[config.mk]
export PLATFORM = sky130hd
export DESIGN_NAME = spi_flash_bus_arbiter_flat
export DESIGN_NICKNAME = d
export VERILOG_FILES = /design/src/rtl/spi_flash_bus_arbiter_if.sv /design/src/rtl/spi_flash_bus_arbiter.sv /design/src/flat_wrapper.sv
export SDC_FILE = /design/constraint.sdc
export NUM_CORES = 1
export LEC_CHECK = 0
export ABC_AREA = 1
export BUFFER_PORTS_ARGS = -buffer_cell sky130_fd_sc_hd__buf_4
export CAP_MARGIN = 5
export CORE_MARGIN = 1.5
export CORE_UTILIZATION = 45
export CTS_CLUSTER_DIAMETER = 50
export CTS_CLUSTER_SIZE = 16
export DETAILED_ROUTE_END_ITERATION = 6
export PLACE_DENSITY = 0.68
export SYNTH_ARGS = -nofsm -noshare
export SYNTH_HDL_FRONTEND = slang
export SYNTH_SLANG_ARGS = --single-unit
[constraint.sdc]
create_clock -name clk -period 1.6 [get_ports clk]
set_input_delay 0.48 -clock clk [delete_from_list [all_inputs] [get_ports clk]]
set_output_delay 0.48 -clock clk [all_outputs]
set_load 0.05 [all_outputs]
[src/rtl/spi_flash_bus_arbiter_if.sv]
// -----------------------------------------------------------------------------
// spi_flash_bus_arbiter_if
//
// Purpose: gathers every pin of the SPI flash arbiter except clk and reset.
// These are the flash read controller side (i_M_*, o_M_*), the host
// programming side (i_H_*, i_HOST_REQ, o_H_*, o_HOST_GNT), the board flash
// pins (o_SPI_*, i_SPI_MISO), the 6809 stall output and the debug state.
//
// Modports:
//   master : the surroundings of the arbiter. It drives the request and data
//            inputs and observes the outputs.
//   slave  : the arbiter itself.
//
// Handshake semantics, stated once: the host asks for the flash by holding
// i_HOST_REQ high. It may drive the flash only while o_HOST_GNT is high. It
// gives the flash back by dropping i_HOST_REQ, and the release takes effect
// only once its CS (i_H_SPI_CS) is high. The CPU side is stalled by
// o_MemoryReady=0. A CPU read is accepted only while o_M_CE follows
// i_spi_ce.
// -----------------------------------------------------------------------------
interface spi_flash_bus_arbiter_if;
   // CPU / flash read controller side
   logic       i_spi_ce;
   logic       i_RW;
   logic       i_M_SPI_CLK;
   logic       i_M_SPI_MOSI;
   logic       i_M_SPI_CS;
   logic       i_M_READY;
   logic       o_M_CE;
   logic       o_M_SPI_MISO;
   // Host programming port side
   logic       i_HOST_REQ;
   logic       i_H_SPI_CLK;
   logic       i_H_SPI_MOSI;
   logic       i_H_SPI_CS;
   logic       o_HOST_GNT;
   logic       o_H_SPI_MISO;
   // Flash pins
   logic       i_SPI_MISO;
   logic       o_SPI_CLK;
   logic       o_SPI_MOSI;
   logic       o_SPI_CS;
   // 6809 stall and debug
   logic       o_MemoryReady;
   logic [2:0] o_STATE;

   modport master (
      output i_spi_ce, i_RW, i_M_SPI_CLK, i_M_SPI_MOSI, i_M_SPI_CS, i_M_READY,
      output i_HOST_REQ, i_H_SPI_CLK, i_H_SPI_MOSI, i_H_SPI_CS, i_SPI_MISO,
      input  o_M_CE, o_M_SPI_MISO, o_HOST_GNT, o_H_SPI_MISO,
      input  o_SPI_CLK, o_SPI_MOSI, o_SPI_CS, o_MemoryReady, o_STATE
   );

   modport slave (
      input  i_spi_ce, i_RW, i_M_SPI_CLK, i_M_SPI_MOSI, i_M_SPI_CS, i_M_READY,
      input  i_HOST_REQ, i_H_SPI_CLK, i_H_SPI_MOSI, i_H_SPI_CS, i_SPI_MISO,
      output o_M_CE, o_M_SPI_MISO, o_HOST_GNT, o_H_SPI_MISO,
      output o_SPI_CLK, o_SPI_MOSI, o_SPI_CS, o_MemoryReady, o_STATE
   );
endinterface

[src/rtl/spi_flash_bus_arbiter.sv]
// -----------------------------------------------------------------------------
// spi_flash_bus_arbiter
//
// Purpose: shares one SPI flash between the on-chip 6809 flash read
// controller and the FT2232 host programming port. The arbiter owns the flash
// pins and routes MISO back to whichever master currently owns the flash.
// Ownership changes only at transaction boundaries. Every change of owner
// passes through a CS-high / CLK-low guard interval. While the flash is not
// owned by the CPU side, CPU flash reads are stalled through o_MemoryReady.
//
// Ports:
//   clk    : system clock, the only clock.
//   reset  : asynchronous, active-low reset. While it is low, the flash pins
//            are forced idle and every output takes its safe value.
//   bus    : spi_flash_bus_arbiter_if.slave. All CPU, host and flash pins
//            plus the o_STATE debug output.
//
// Parameters:
//   GUARD_CYCLES : clk cycles of forced idle on each ownership change (1..255).
//
// o_STATE encoding: CPU_OWN=0, DRAIN=1, GUARD_H=2, HOST_OWN=3, GUARD_C=4.
// -----------------------------------------------------------------------------
module spi_flash_bus_arbiter #(
   parameter int GUARD_CYCLES = 4
) (
   input  logic                    clk,
   input  logic                    reset,
   spi_flash_bus_arbiter_if.slave  bus
);

   typedef enum logic [2:0] {
      CPU_OWN  = 3'd0,
      DRAIN    = 3'd1,
      GUARD_H  = 3'd2,
      HOST_OWN = 3'd3,
      GUARD_C  = 3'd4
   } state_t;

   // The counter counts down to zero inclusive. Loading GUARD_CYCLES-1 gives
   // exactly GUARD_CYCLES cycles spent in a guard state.
   localparam logic [7:0] GUARD_LOAD = 8'(GUARD_CYCLES - 1);

   state_t     state;
   state_t     state_nxt;
   logic [7:0] guard_cnt;
   logic [7:0] guard_cnt_nxt;
   logic       gnt_q;

   // 2-flop synchronizers for the two host signals that are asynchronous to clk.
   logic req_meta;
   logic req_s;
   logic hcs_meta;
   logic hcs_s;

   always_ff @(posedge clk or negedge reset) begin
      if (!reset) begin
         req_meta <= 1'b0;
         req_s    <= 1'b0;
         hcs_meta <= 1'b0;
         hcs_s    <= 1'b0;
      end else begin
         req_meta <= bus.i_HOST_REQ;
         req_s    <= req_meta;
         hcs_meta <= bus.i_H_SPI_CS;
         hcs_s    <= hcs_meta;
      end
   end

   // ---------------------------------------------------------------------------
   // State register. The grant is registered from the next state, so it rises
   // on the same edge on which HOST_OWN is entered.
   // ---------------------------------------------------------------------------
   always_ff @(posedge clk or negedge reset) begin
      if (!reset) begin
         state     <= CPU_OWN;
         guard_cnt <= 8'd0;
         gnt_q     <= 1'b0;
      end else begin
         state     <= state_nxt;
         guard_cnt <= guard_cnt_nxt;
         gnt_q     <= (state_nxt == HOST_OWN);
      end
   end

   // ---------------------------------------------------------------------------
   // Next-state logic
   // ---------------------------------------------------------------------------
   always_comb begin
      state_nxt     = state;
      guard_cnt_nxt = guard_cnt;
      unique case (state)
         CPU_OWN: begin
            if (req_s) state_nxt = DRAIN;
         end
         DRAIN: begin
            // A withdrawn request wins over a completed CPU transaction.
            if (!req_s) begin
               state_nxt = CPU_OWN;
            end else if (bus.i_M_SPI_CS && bus.i_M_READY) begin
               state_nxt     = GUARD_H;
               guard_cnt_nxt = GUARD_LOAD;
            end
         end
         GUARD_H: begin
            if (guard_cnt == 8'd0) state_nxt = HOST_OWN;
            else                   guard_cnt_nxt = guard_cnt - 8'd1;
         end
         HOST_OWN: begin
            // The host keeps the flash until its CS is high, so a host
            // transaction is never cut short by a dropped request.
            if (!req_s && hcs_s) begin
               state_nxt     = GUARD_C;
               guard_cnt_nxt = GUARD_LOAD;
            end
         end
         GUARD_C: begin
            if (guard_cnt == 8'd0) state_nxt = CPU_OWN;
            else                   guard_cnt_nxt = guard_cnt - 8'd1;
         end
         default: begin
            state_nxt     = CPU_OWN;
            guard_cnt_nxt = 8'd0;
         end
      endcase
   end

   // ---------------------------------------------------------------------------
   // Output logic: pin muxes and the stall signal, combinational from the
   // registered state. Reset is folded in so that asserting reset idles the
   // flash pins in the same cycle, without waiting for a clock edge.
   // ---------------------------------------------------------------------------
   always_comb begin
      bus.o_SPI_CS      = 1'b1;
      bus.o_SPI_CLK     = 1'b0;
      bus.o_SPI_MOSI    = 1'b0;
      bus.o_M_CE        = 1'b0;
      bus.o_MemoryReady = 1'b1;
      bus.o_M_SPI_MISO  = 1'b0;
      bus.o_H_SPI_MISO  = 1'b0;
      bus.o_HOST_GNT    = 1'b0;
      bus.o_STATE       = CPU_OWN;
      if (reset) begin
         bus.o_STATE    = state;
         bus.o_HOST_GNT = gnt_q;
         // Away from CPU_OWN, only CPU flash reads are stalled.
         bus.o_MemoryReady = ~(bus.i_spi_ce & bus.i_RW);
         unique case (state)
            CPU_OWN: begin
               bus.o_SPI_CS      = bus.i_M_SPI_CS;
               bus.o_SPI_CLK     = bus.i_M_SPI_CLK;
               bus.o_SPI_MOSI    = bus.i_M_SPI_MOSI;
               bus.o_M_CE        = bus.i_spi_ce;
               bus.o_MemoryReady = bus.i_M_READY;
               bus.o_M_SPI_MISO  = bus.i_SPI_MISO;
            end
            DRAIN: begin
               // The pins stay on the controller so an in-flight read can
               // finish, but no new CPU transaction can start.
               bus.o_SPI_CS     = bus.i_M_SPI_CS;
               bus.o_SPI_CLK    = bus.i_M_SPI_CLK;
               bus.o_SPI_MOSI   = bus.i_M_SPI_MOSI;
               bus.o_M_SPI_MISO = bus.i_SPI_MISO;
            end
            HOST_OWN: begin
               bus.o_SPI_CS     = bus.i_H_SPI_CS;
               bus.o_SPI_CLK    = bus.i_H_SPI_CLK;
               bus.o_SPI_MOSI   = bus.i_H_SPI_MOSI;
               bus.o_H_SPI_MISO = bus.i_SPI_MISO;
            end
            default: begin
               // Guard states keep the idle pin values set above.
            end
         endcase
      end
   end

endmodule

[src/flat_wrapper.sv]
// flat-port wrapper written by rule: the top's interface ports become plain ports
module spi_flash_bus_arbiter_flat 
#(
   parameter int GUARD_CYCLES = 4
)
  (clk, reset, bus_i_spi_ce, bus_i_RW, bus_i_M_SPI_CLK, bus_i_M_SPI_MOSI, bus_i_M_SPI_CS, bus_i_M_READY, bus_i_HOST_REQ, bus_i_H_SPI_CLK, bus_i_H_SPI_MOSI, bus_i_H_SPI_CS, bus_i_SPI_MISO, bus_o_M_CE, bus_o_M_SPI_MISO, bus_o_HOST_GNT, bus_o_H_SPI_MISO, bus_o_SPI_CLK, bus_o_SPI_MOSI, bus_o_SPI_CS, bus_o_MemoryReady, bus_o_STATE);
  spi_flash_bus_arbiter_if bus_i ();
  input  logic clk;
  input  logic reset;
  input wire logic [$bits(bus_i.i_spi_ce)-1:0] bus_i_spi_ce;
  input wire logic [$bits(bus_i.i_RW)-1:0] bus_i_RW;
  input wire logic [$bits(bus_i.i_M_SPI_CLK)-1:0] bus_i_M_SPI_CLK;
  input wire logic [$bits(bus_i.i_M_SPI_MOSI)-1:0] bus_i_M_SPI_MOSI;
  input wire logic [$bits(bus_i.i_M_SPI_CS)-1:0] bus_i_M_SPI_CS;
  input wire logic [$bits(bus_i.i_M_READY)-1:0] bus_i_M_READY;
  input wire logic [$bits(bus_i.i_HOST_REQ)-1:0] bus_i_HOST_REQ;
  input wire logic [$bits(bus_i.i_H_SPI_CLK)-1:0] bus_i_H_SPI_CLK;
  input wire logic [$bits(bus_i.i_H_SPI_MOSI)-1:0] bus_i_H_SPI_MOSI;
  input wire logic [$bits(bus_i.i_H_SPI_CS)-1:0] bus_i_H_SPI_CS;
  input wire logic [$bits(bus_i.i_SPI_MISO)-1:0] bus_i_SPI_MISO;
  output wire logic [$bits(bus_i.o_M_CE)-1:0] bus_o_M_CE;
  output wire logic [$bits(bus_i.o_M_SPI_MISO)-1:0] bus_o_M_SPI_MISO;
  output wire logic [$bits(bus_i.o_HOST_GNT)-1:0] bus_o_HOST_GNT;
  output wire logic [$bits(bus_i.o_H_SPI_MISO)-1:0] bus_o_H_SPI_MISO;
  output wire logic [$bits(bus_i.o_SPI_CLK)-1:0] bus_o_SPI_CLK;
  output wire logic [$bits(bus_i.o_SPI_MOSI)-1:0] bus_o_SPI_MOSI;
  output wire logic [$bits(bus_i.o_SPI_CS)-1:0] bus_o_SPI_CS;
  output wire logic [$bits(bus_i.o_MemoryReady)-1:0] bus_o_MemoryReady;
  output wire logic [$bits(bus_i.o_STATE)-1:0] bus_o_STATE;
  assign bus_i.i_spi_ce = bus_i_spi_ce;
  assign bus_i.i_RW = bus_i_RW;
  assign bus_i.i_M_SPI_CLK = bus_i_M_SPI_CLK;
  assign bus_i.i_M_SPI_MOSI = bus_i_M_SPI_MOSI;
  assign bus_i.i_M_SPI_CS = bus_i_M_SPI_CS;
  assign bus_i.i_M_READY = bus_i_M_READY;
  assign bus_i.i_HOST_REQ = bus_i_HOST_REQ;
  assign bus_i.i_H_SPI_CLK = bus_i_H_SPI_CLK;
  assign bus_i.i_H_SPI_MOSI = bus_i_H_SPI_MOSI;
  assign bus_i.i_H_SPI_CS = bus_i_H_SPI_CS;
  assign bus_i.i_SPI_MISO = bus_i_SPI_MISO;
  assign bus_o_M_CE = bus_i.o_M_CE;
  assign bus_o_M_SPI_MISO = bus_i.o_M_SPI_MISO;
  assign bus_o_HOST_GNT = bus_i.o_HOST_GNT;
  assign bus_o_H_SPI_MISO = bus_i.o_H_SPI_MISO;
  assign bus_o_SPI_CLK = bus_i.o_SPI_CLK;
  assign bus_o_SPI_MOSI = bus_i.o_SPI_MOSI;
  assign bus_o_SPI_CS = bus_i.o_SPI_CS;
  assign bus_o_MemoryReady = bus_i.o_MemoryReady;
  assign bus_o_STATE = bus_i.o_STATE;
  spi_flash_bus_arbiter #(.GUARD_CYCLES(GUARD_CYCLES)) u_core (.clk(clk), .reset(reset), .bus(bus_i));
endmodule
==> results.cfg <==
[run_status]
status = finished with violations
violations = negative setup slack

[worst_setup_path]
reg2reg_slack_ps = 30
critPathMaxFanout = 5
critical-path-top-delay-family = flip-flops
critical_path.slowest_cell = dfrtp_2
worst-setup-path-type = flop to output port
max_stage_delay_ps = 480
end_kind = output port
regToRegEndpoint = u_core.guard_cnt[7]
critPathLaunch = u_core.state[1]
endpoint = bus_o_SPI_CLK
cp_num_cells = 6
worst-endpoint-required_ps = 1120
crit_chain = nor2_4 -> nand2_4 -> nand2_4 -> a22oi_2 -> nor2_4 -> buf_8
startpoint_type = flop
worst-path-buf-inv = 1
r2r-start = u_core.state[1]
arrival_ps = 1470
reg2reg_depth = 9

[cts]
worstSkewPairLatency_ps = 300
cts-root-buf = clkbuf_4
clockBufferDepth = 2
cts_tree = done
cts_sinks = 16
htreeDepth = 1
cts_buffers = 3
clk_pin_slew_ps = 100

[final_layout]
final_net_count = 210
drive_above_1_share_pct = 49.0
design_area_um2 = 1660
diodes = 0
area_growth_pct = 56.2
seqCellArea_um2 = 404
multi_input_area_um2 = 732
layout.cells.non_filler = 222
nFillCells = 164

[power_and_ir_drop]
powerDensity_nw_per_um2 = 2200
p_leak_nw = 0.836
peakVddDrop_uv = 1400

[die]
fp-row-count = 17
io_pins = 24
die_w_um = 51.6
core_um2 = 2210
die_h_um = 51.6
dieArea_um2 = 2660
start_util_pct = 48.0

[min_path]
hp-class = input pin to async pin

[timing]
fmax_mhz = 513
hold_viol_final = 0
min_period_over_period_pct = 122
maxSlewViolCount = 0
finClkSkew_ps = 2.35
worst_pin_slew_ps = 256
setup_tns_ps = -2210
fin_ws_ps = -348
min_period_ps = 1950
grt_setup_unrepaired = true
finalSetupViolations = 8
relSlewSlack_pct = 82.8

[yosys]
synth-seq-cells = 16
synthArstFlopShare_pct = 100
synth_most_common_cell = nand2_1
ys_warn_count = 0
synthesis.area_um2 = 1060
synth_ff_type = dfrtp_1
yosys.area.top_type = dfrtp_1
synthTopCellsByCount = nand2_1, nor2_1, inv_1
synth_cells = 149
ys_seq_area_share_pct = 37.7
netlist.area_leader.share_pct = 37.7
avgSynthCellArea_um2 = 7.13
syn_nets = 164
ys_types = 23
synth_area_leaders = dfrtp_1, nand2_1, nand2_2, nor2_1, inv_1
synth-edff-count = 0

[global_routing]
overflow = 0
grt_max_degree = 14
antenna_found_initial = 0
grt_pass1_wl_um = 4570
grt_pass1_vias = 1019
grt_usage_pct = 22.8

[drt]
drc = 0
via_count = 1148
routed_via_density = 5.17
wl_per_cell_um = 13.8
drtAntennaViolNets = 0
dr.pass1.iters = 4
postRouteWirelength_um = 3070
dr.first_iter.drc_count = 35

[placement]
post-place-ws_ps = -57.5
dp_hpwl_um = 1950
placed_cells = 211
gp_congestion = 0.840
placed_cell_area_um2 = 1450
io_buffers = 23

[run]
max-cap-violations = 0
[final cells by class]
| type | instances | share of cell area [%] |
|---|---|---|
| clock buffer | 4 | 2.19 |
| timing repair buffer | 42 | 22.5 |
| inverter | 20 | 4.68 |
| multi-input combinational | 112 | 44.1 |
| sequential | 16 | 24.4 |
| tap | 28 | 2.11 |
[where the power goes]
part	internal, mW	total [mW]	switching (mW)
sequential	0.530	0.692	0.162
clock	0.139	0.282	0.143
combinational	1.08	2.68	1.60
total	1.75	3.65	1.91
[layer usage]
layer / share of wire [%] / up-vias / global-route usage, %
met5: 0 / - / 0
met1: 43 / 536 / 33.1
li1: - / 564 / -
met4: 2.3 / 0 / 8.77
met3: 5.4 / 10 / 4.02
met2: 49 / 38 / 33.5
[sequential cells by signal, indices dropped and copies added (netlist names)]
name and cells:
u_core.hcs_meta 1, u_core.guard_cnt 8, u_core.hcs_s 1, u_core.req_s 1
u_core.gnt_q 1, u_core.state 3, u_core.req_meta 1
[worst min-delay path by stage]
| stage | to | cells after the start | slack, ps |
|---|---|---|---|
| 6_report | u_core.gnt_q | 2 | 130 |
| 4_1_cts | u_core.state[2] | 1 | 1 |
| 5_1_grt | u_core.gnt_q | 2 | 130 |
| 3_5_place_dp | u_core.state[2] | 1 | 330 |
| 3_3_place_gp | u_core.state[2] | 1 | 320 |
| 2_1_floorplan | u_core.gnt_q | 0 | 180 |
[cell families after synthesis]
| family | share of synthesized area [%] |
|---|---|
| adder cells (fa/ha/maj) | 2.36 |
| AO/OA/AOI/OAI | 10.5 |
| buffers and inverters | 8.48 |
| AND/OR/NAND/NOR | 39.3 |
| XOR/XNOR | 1.65 |
| flip-flops | 37.7 |
[stage by stage]
stage               util [%]  hold slack [ps]  total power, mW
floorplan                  -              184             2.25
global placement        65.6              324             2.79
detailed placement      65.6              328             2.81
CTS                     70.6             1.11             3.26
global route            75.0              133             3.91
finish                  75.0              130             3.65
[cell usage in the layout, fill, tap and decap left out, types with 2 or more instances in the layout]
| cell | netlist | layout |
|---|---|---|
| o21ai_1 | 1 | 2 |
| nor2_2 | 3 | 4 |
| o211ai_1 | 2 | 2 |
| buf_8 | 0 | 4 |
| a22oi_2 | 0 | 3 |
| o21ai_2 | 3 | 3 |
| buf_6 | 1 | 7 |
| o21ai_0 | 4 | 3 |
| nand2_2 | 14 | 13 |
| ha_1 | 2 | 2 |
| nor2_1 | 20 | 12 |
| nand2_1 | 36 | 33 |
| nand3_2 | 0 | 2 |
| nand2_8 | 0 | 2 |
| buf_4 | 0 | 30 |
| clkbuf_4 | 0 | 3 |
| nand3_1 | 11 | 8 |
| dfrtp_1 | 16 | 13 |
| dfrtp_2 | 0 | 3 |
| nand2_4 | 0 | 3 |
| nor2_4 | 2 | 9 |
| nand4_1 | 2 | 2 |
| a21oi_1 | 3 | 2 |
| inv_2 | 2 | 4 |
| inv_1 | 18 | 15 |
| xor2_1 | 2 | 2 |
[timing repair]
item	CTS	global route
pin swaps	9	8
endpoints found under the setup margin	7	14
endpoints found under the hold margin	0	3
hold buffers	0	1
gates cloned	0	1
gates resized for setup	16	16
buffers inserted	3	3
(Power assumes the default switching activity.)
